**src/rtl/sled_pkg.sv**
```systemverilog
// Shared constants and types for the seven-segment scan controller.
package sled_pkg;

    localparam logic [7:0] SEG_BLANK = 8'hFF;

    // Active-low segment codes {dp, g..a} for hex digits 0..F, dp off.
    localparam logic [7:0] SEG_CODES [16] = '{
        8'hC0, 8'hF9, 8'hA4, 8'hB0, 8'h99, 8'h92, 8'h82, 8'hF8,
        8'h80, 8'h90, 8'h88, 8'h83, 8'hC6, 8'hA1, 8'h86, 8'h8E
    };

    typedef enum logic {BLANK, ON} scan_state_t;

endpackage

```
**src/rtl/sled_hex_decode.sv**
```systemverilog
// Combinational hex-to-segment decoder with decimal point and digit blanking.
module sled_hex_decode
    import sled_pkg::*;
(
    input  logic [3:0] nibble,
    input  logic       dp,
    input  logic       blank,
    output logic [7:0] seg
);

    logic [7:0] code;

    assign code = SEG_CODES[nibble];
    // A blanked digit still shows its decimal point.
    assign seg  = blank ? {~dp, SEG_BLANK[6:0]} : {~dp, code[6:0]};

endmodule

```
**src/rtl/sled_scan_ctrl.sv**
```systemverilog
// Four-digit multiplexed seven-segment scanner with a blanking gap between digits
// and a double-buffered load port that commits only at frame boundaries.
module sled_scan_ctrl
    import sled_pkg::*;
#(
    parameter int DIV      = 50000,
    parameter int ON_TICKS = 3
) (
    input  logic        clk,
    input  logic        rst_n,
    input  logic [15:0] value,
    input  logic [3:0]  dp_in,
    input  logic        blank_lz,
    input  logic        load,
    output logic        ready,
    output logic [7:0]  seg,
    output logic [3:0]  dig
);

    localparam int PW = $clog2(DIV);
    localparam int CW = (ON_TICKS > 1) ? $clog2(ON_TICKS) : 1;

    logic [PW-1:0] pre_cnt;
    logic          tick;
    scan_state_t   state;
    logic [1:0]    idx;
    logic [CW-1:0] on_cnt;
    logic          slot_end;
    logic          frame_end;

    logic [15:0] sh_value, disp_value;
    logic [3:0]  sh_dp, disp_dp;
    logic        sh_blz, disp_blz;
    logic        pending;

    logic [3:0] cur_nib;
    logic       cur_dp;
    logic       cur_lz;
    logic [7:0] cur_seg;

    assign tick      = (pre_cnt == PW'(DIV - 1));
    assign slot_end  = tick && (state == ON) && (on_cnt == CW'(ON_TICKS - 1));
    assign frame_end = slot_end && (idx == 2'd3);

    // Load handshake: a transfer happens on any edge where load & ready; ready is
    // simply "shadow empty", so it stays low from the accepting edge until the
    // frame-end commit, and a commit can never race a new load.
    assign ready = ~pending;

    assign cur_nib = disp_value[{idx, 2'b00} +: 4];
    assign cur_dp  = disp_dp[idx];
    assign cur_lz  = disp_blz && (idx != 2'd0) && ((disp_value >> {idx, 2'b00}) == 16'd0);

    sled_hex_decode u_decode (
        .nibble (cur_nib),
        .dp     (cur_dp),
        .blank  (cur_lz),
        .seg    (cur_seg)
    );

    always_ff @(posedge clk or negedge rst_n) begin
        if (!rst_n) begin
            pre_cnt <= '0;
        end else if (tick) begin
            pre_cnt <= '0;
        end else begin
            pre_cnt <= pre_cnt + PW'(1);
        end
    end

    always_ff @(posedge clk or negedge rst_n) begin
        if (!rst_n) begin
            sh_value   <= '0;
            sh_dp      <= '0;
            sh_blz     <= 1'b0;
            disp_value <= '0;
            disp_dp    <= '0;
            disp_blz   <= 1'b0;
            pending    <= 1'b0;
        end else if (frame_end && pending) begin
            disp_value <= sh_value;
            disp_dp    <= sh_dp;
            disp_blz   <= sh_blz;
            pending    <= 1'b0;
        end else if (load && !pending) begin
            sh_value <= value;
            sh_dp    <= dp_in;
            sh_blz   <= blank_lz;
            pending  <= 1'b1;
        end
    end

    always_ff @(posedge clk or negedge rst_n) begin
        if (!rst_n) begin
            state  <= BLANK;
            idx    <= 2'd0;
            on_cnt <= '0;
            seg    <= SEG_BLANK;
            dig    <= 4'hF;
        end else if (tick) begin
            case (state)
                BLANK: begin
                    state  <= ON;
                    on_cnt <= '0;
                    seg    <= cur_seg;
                    dig    <= ~(4'b0001 << idx);
                end
                ON: begin
                    if (slot_end) begin
                        state <= BLANK;
                        idx   <= idx + 2'd1;
                        seg   <= SEG_BLANK;
                        dig   <= 4'hF;
                    end else begin
                        on_cnt <= on_cnt + CW'(1);
                    end
                end
                default: state <= BLANK;
            endcase
        end
    end

endmodule

```
**config.mk**
```make
export PLATFORM = sky130hd
export DESIGN_NAME = sled_scan_ctrl
export DESIGN_NICKNAME = d
export VERILOG_FILES = /design/src/rtl/sled_pkg.sv /design/src/rtl/sled_hex_decode.sv /design/src/rtl/sled_scan_ctrl.sv
export SDC_FILE = /design/constraint.sdc
export NUM_CORES = 1
export LEC_CHECK = 0
export CAP_MARGIN = 40
export CORE_MARGIN = 2
export CORE_UTILIZATION = 25
export DETAILED_ROUTE_END_ITERATION = 8
export GPL_ROUTABILITY_DRIVEN = 0
export GPL_TIMING_DRIVEN = 0
export SYNTH_ARGS = -nofsm -noshare
export SYNTH_HDL_FRONTEND = slang
export SYNTH_SLANG_ARGS = --single-unit
```
**constraint.sdc**
```tcl
create_clock -name clk -period 2.75 [get_ports clk]
set_input_delay 0.4125 -clock clk [delete_from_list [all_inputs] [get_ports clk]]
set_output_delay 0.4125 -clock clk [all_outputs]
set_load 0.1 [all_outputs]
```
After elaboration in Yosys (flattened, before gate mapping):

Memories as Yosys holds them, arrays and structs flattened.
Cells that the tools add are included.

* input bits: 24
* output and inout port bits: 13
* ROM bits: 128
* register bits after elaboration: 76
* memories: 1

Memories
* (name not given): words 16, width 8, rd ports 1, clocked after Yosys merged registers in 0, wr ports 0, RTL line sled_hex_decode.sv:13 `assign code = SEG_CODES[nibble];`

* $lt $le $gt $ge: 2
* bitwise operators: 6
* muxes and demuxes: 16
* reductions and logical operators: 15
* add/subtract/negate cells: 3
* equal/unequal tests: 5
* shifts and indexed selects: 3

Operator list (count)
* $mux W7: 3
* $add A16 B1 Y16 const B: 1
* $eq A16 B16 Y1 const B: 1
* $logic_not A16 Y1: 1
* $mux W16: 1
* $pmux W8 S2: 1
* $shiftx A16 B5 Y4: 1
* $shr A16 B4 Y16: 1
* $mux W8: 1
* $pmux W4 S2: 1
* $logic_and A1 B1 Y1: 7
* $reduce_and A2 Y1: 3
* $ge A5 B5 Y1 const B: 1
* $not A4 Y5: 1
* $add A2 B1 Y2 const B: 2
* $eq A2 B2 Y1 const B: 2
* $mux W1: 4
* $mux W4: 1
* $not A1 Y1: 4
* $not A4 Y4: 1
* $pmux W2 S2: 1
* $reduce_bool A2 Y1: 2
* $shl A1 B2 Y4 const A: 1
* $lt A2 B3 Y1 const B: 1
* other kinds (7): 7

Depth between registers and ports, before layout:

* depth after elaboration: 7
* gate-level depth with buffers: 9
* mapped depth without buffers: 8

Modules after synthesis:

Synthesis repeated with hierarchy kept, for this count alone.

* cells, all modules: 273
* area, all modules: 3607.2 um2

By module, submodules not included
* sled_scan_ctrl: instances 1, seq. area each 1916.8 um2, cells each 237, area each 3304.4 um2
* sled_hex_decode: instances 1, seq. area each 0.0 um2, cells each 36, area each 302.8 um2

Worst setup path after synthesis:

No wires, ideal clock.

* path type: register -> register
* start: reg idx[1]
* end: reg seg[0]
* clock period less this slack: 2.326 ns
* required time: 2.677 ns
* buffers on the path: 1
* cell stages (with the launch flop): 10
* data arrival time: 2.253 ns
* slack: 0.424 ns
* library setup time: 0.073 ns
* cells stage by stage: dfrtp_1 buf_2 mux4_2 inv_1 ha_1 nor4b_1 o311ai_0 a211oi_1 nor3_1 a21oi_1

* word-level cells in the longest chain between the ends: 7
* elaborated cells between the ends (all ways): 12
* classes of those cells: shift (2); mux (4); bitwise (1); reduce/logical (4); memory (1)

RTL lines
* from (decl): RTL line sled_scan_ctrl.sv:26 `logic [1:0] idx;`
* from (signal assigned): RTL line sled_scan_ctrl.sv:111 `idx <= idx + 2'd1;`
* $shiftx A16 B5 Y4: RTL line sled_scan_ctrl.sv:50 `assign cur_nib = disp_value[{idx, 2'b00} +: 4];`
* $not A4 Y5 (implied by the code): RTL line sled_hex_decode.sv:13
* $mem_v2 Z16 W8
* $mux W7 (implied by the code) (2 in series): RTL line sled_hex_decode.sv:13
* $mux W7 *: RTL line sled_hex_decode.sv:15 `assign seg = blank ? {~dp, SEG_BLANK[6:0]} : {~dp, code[6:0]};`
* $pmux W8 S2 *: RTL line sled_scan_ctrl.sv:101 `case (state)`
* to (signal assigned): RTL line sled_scan_ctrl.sv:105 `seg <= cur_seg;`
* to (decl): RTL line sled_scan_ctrl.sv:16 `output logic [7:0] seg,`

Every way passes the cells marked *; elsewhere a longest branch is shown, timed or not. The select of a mux whose other input is x is not followed.
A chain may end at the register's enable or synchronous reset.

Final worst setup path:

* start: reg idx[1]
* end: reg seg[4]

The elaborated chain is that of the path after synthesis.

==> impl_metrics.yaml <==
pwr:
  power.total_mw: 2.46
  switching_power_uw: 493
  p_seq_share_pct: 47.8
  vdd.ir_drop.worst_v: 0.000336
  powerDensity_nw_per_um2: 503
  switching_share_pct: 20.1
  p_comb_share_pct: 3.8
  internal-power_mw: 1.96
  p_leak_nw: 2.10
  power.clock.fraction_pct: 48.4
logic_synthesis:
  synth_top_family_by_area: "multiplexers"
  ys.flop_type: "dfrtp_1"
  yosys_warnings: 0
  syn_nets: 332
  ys_seq_area_share_pct: 53.4
  synth-edff-count: 0
  synth_fa_ha_area_share_pct: 4.19
  syn_area_per_cell_sq_um: 12.1
  ys_ff_latch: 76
  synth_area_sq_um: 3590
  synthCells: 296
  synth-compound-area-share_pct: 6.07
  ys_types: 43
  yosys.area_share.simple_pct: 13.0
  async_flop_share_pct: 100
  muxShareOfSynthArea_pct: 16.3
  synth_xor_area_share_pct: 3.66
global_routing:
  grt_usage_pct: 10.4
  grt_overflow_total: 0
  grt_pass1_wl_mm: 12.4
  grt_max_degree: 66
  antenna_found_initial: 0
  grt_pass1_vias: 2514
clock_network:
  cts-buffers-inserted: 9
  clkSinkCount: 76
  cts_tree: "built"
  h-tree-depth: 3
  clk_path_buf_depth: 2
  clock_latency_ps: 330
  cts_root_buf: "clkbuf_16"
  path_clk_slew_ps: 50
layout:
  n_antenna_cell: 0
  nets: 400
  multi_input_area_sq_um: 1560
  drive_above_1_share_pct: 29.5
  fin_cells: 549
  final-seq-area_sq_um: 1920
  n_fill_cell: 1336
  area_growth_pct: 36.1
place:
  dp.cells: 526
  io_buffer_count: 36
  hpwl_mm: 5.38
sta:
  rsz0062_at_grt: "false"
  post-route-period-util_pct: 92.3
  setup_viol: 0
  max_freq_mhz: 394
  slew_headroom_pct: 55.1
  setup_tns_ps: 0
  hold_violations: 0
  drv_slew: 0
  finalCriticalPeriod_ps: 2540
  skew_ps: 10.3
  worstMarginPinSlew_ps: 669
drt:
  drt_wl_total_mm: 7.33
  drc_errors: 0
  wl_met1_mm: 3.35
  wl_per_cell_microns: 13.3
  antenna_left: 0
  top_layer: "met4"
  drtPass1Iterations: 5
  drtIter0Drc: 81
  wl_met3_microns: 267
  vias: 2451
  vias_per_cell: 4.46
  met2_length_mm: 3.59
worst_setup_path:
  cp_cell_sequence: "buf_6 > mux4_2 > inv_2 > ha_2 > nor4b_2 > o311ai_0 > a211oi_1 > buf_4 > nor3_1 > a21oi_1"
  cp.required_ps: 3000
  critPathMaxFanout: 10
  crit_path_max_incr_delay_ps: 580
  path_class: "reg -> reg"
  crit_slowest_cell: "mux4_2"
  cp-end-kind: "register"
  crit_path_start_kind: "register"
  crit_arrival_ps: 2790
floorplanning:
  io_pins: 37
  die_y_microns: 124
  die_area_sq_um: 15300
  core_area_sq_um: 13900
  die_w_microns: 124
  rows: 43
  start_util_pct: 25.7
job:
  maxCapViolCount: 0
worst_hold_path:
  hp-class: "reg -> reg"
status:
  outcome: "finished clean"
-- cell families after synthesis --
group / after synthesis
adder cells (fa/ha/maj): 12
flip-flops: 76
XOR/XNOR: 15
multiplexers: 47
AND/OR/NAND/NOR: 84
AO/OA/AOI/OAI: 37
buffers and inverters: 25
-- critical path: cells and delay by family, from the launching register on --
family                   cells  cell delay, ps
multiplexers                 1             580
flip-flops                   1             390
AO/OA/AOI/OAI                3             570
adder cells (fa/ha/maj)      1             200
AND/OR/NAND/NOR              2             290
buffers and inverters        3             430
-- routing by layer --
metal  GRT usage (%)  vias up
met1            13.0     1225
met5               0        -
met4            4.26        0
li1                -     1173
met3            2.66       13
met2            17.2       40
-- area by class of cell --
cell class	instances	area share (%)
Buffer	12	1.67
Clock buffer	12	5.25
Clock inverter	4	0.999
Inverter	13	0.999
Multi-Input combinational cell	195	31.9
Sequential cell	76	39.3
Tap cell	180	4.61
Timing Repair Buffer	57	15.3
-- metrics by stage --
stage / worst slack [ps] / hold WS, ps / area (sq um) / util [%]
after floorplan: 424 / 117 / 3590 / -
after global placement: -1320 / 436 / 4170 / 29.9
after detailed placement: -86.5 / 276 / 4510 / 32.3
after CTS: 25.7 / 451 / 4830 / 34.7
after global routing: 6.49 / 475 / 4880 / 35.0
final: 212 / 455 / 4880 / 35.0
-- sequential cells by signal (all words and copies together), names as in the netlist --
register / count
disp_value: 16
disp_blz: 1
seg: 8
state: 1
sh_dp: 4
pending: 1
disp_dp: 4
pre_cnt: 16
on_cnt: 2
sh_blz: 1
idx: 2
sh_value: 16
dig: 4
-- timing repair --
item,4_1_cts,5_1_grt
setup endpoints to repair,6,7
setup buffers,1,5
gates resized for setup,1,7
hold buffers,1,0
hold endpoints to repair,11,0
pin swaps,1,2
-- synthesized netlist by cell type, types with 5 or more instances --
cell type | n | share of area [%]
xnor2_1 | 9 | 2.2
xor2_1 | 6 | 1.5
mux4_2 | 5 | 3.1
dfrtp_1 | 64 | 45
o21ai_0 | 6 | 0.84
nor2_1 | 32 | 3.3
ha_1 | 12 | 4.2
dfstp_2 | 12 | 8.8
inv_1 | 13 | 1.4
nor3_1 | 8 | 1.1
mux2_2 | 39 | 12
nand2_1 | 14 | 1.5
a21oi_1 | 18 | 2.5
nand4_1 | 5 | 0.87
-- power by group through the flow --
stage | logic, mW | registers, mW | clock network [mW]
final | 0.0925 | 1.17 | 1.19
after detailed placement | 0.0944 | 1.19 | 0
after global placement | 0.0866 | 1.19 | 0
after floorplan | 0.0315 | 1.19 | 0
after CTS | 0.0961 | 1.17 | 1.23
after global routing | 0.102 | 1.18 | 1.27
-- cell usage in the layout, fill, tap and decap left out, types with 2 or more instances in the layout --
master	count
clkbuf_1	5
and3_1	3
clkinv_2	2
mux4_2	5
inv_2	2
buf_8	4
a21oi_1	18
and2_1	3
dfstp_2	12
buf_2	2
xor2_1	6
nor3b_1	3
nand4_1	5
nand3_1	2
nor2_1	32
a211oi_1	3
and4bb_2	2
buf_16	10
mux2_2	39
nor3_1	8
inv_1	11
clkdlybuf4s50_1	35
xnor2_1	9
dfrtp_1	64
and4_1	3
buf_6	4
buf_4	8
a31oi_1	3
o21ai_0	6
ha_1	11
nor4_1	2
nand2_1	14
mux2i_1	2
clkbuf_16	9
clkbuf_8	2
-- path summary, 6_finish.rpt --
check | slack [ps] | cells past startpoint | from | end
hold / removal | 450 | 1 | pre_cnt[0] | pre_cnt[0]
min in group asynchronous | 470 | 2 | rst_n | pre_cnt[7]
setup / recovery | 210 | 10 | idx[1] | seg[4]
hold reg to reg | 450 | 1 | pre_cnt[0] | pre_cnt[0]
setup reg to reg | 210 | 10 | idx[1] | seg[4]
max in group asynchronous | 1680 | 3 | rst_n | seg[7]
Note: power is estimated with default switching activity, not from simulation.
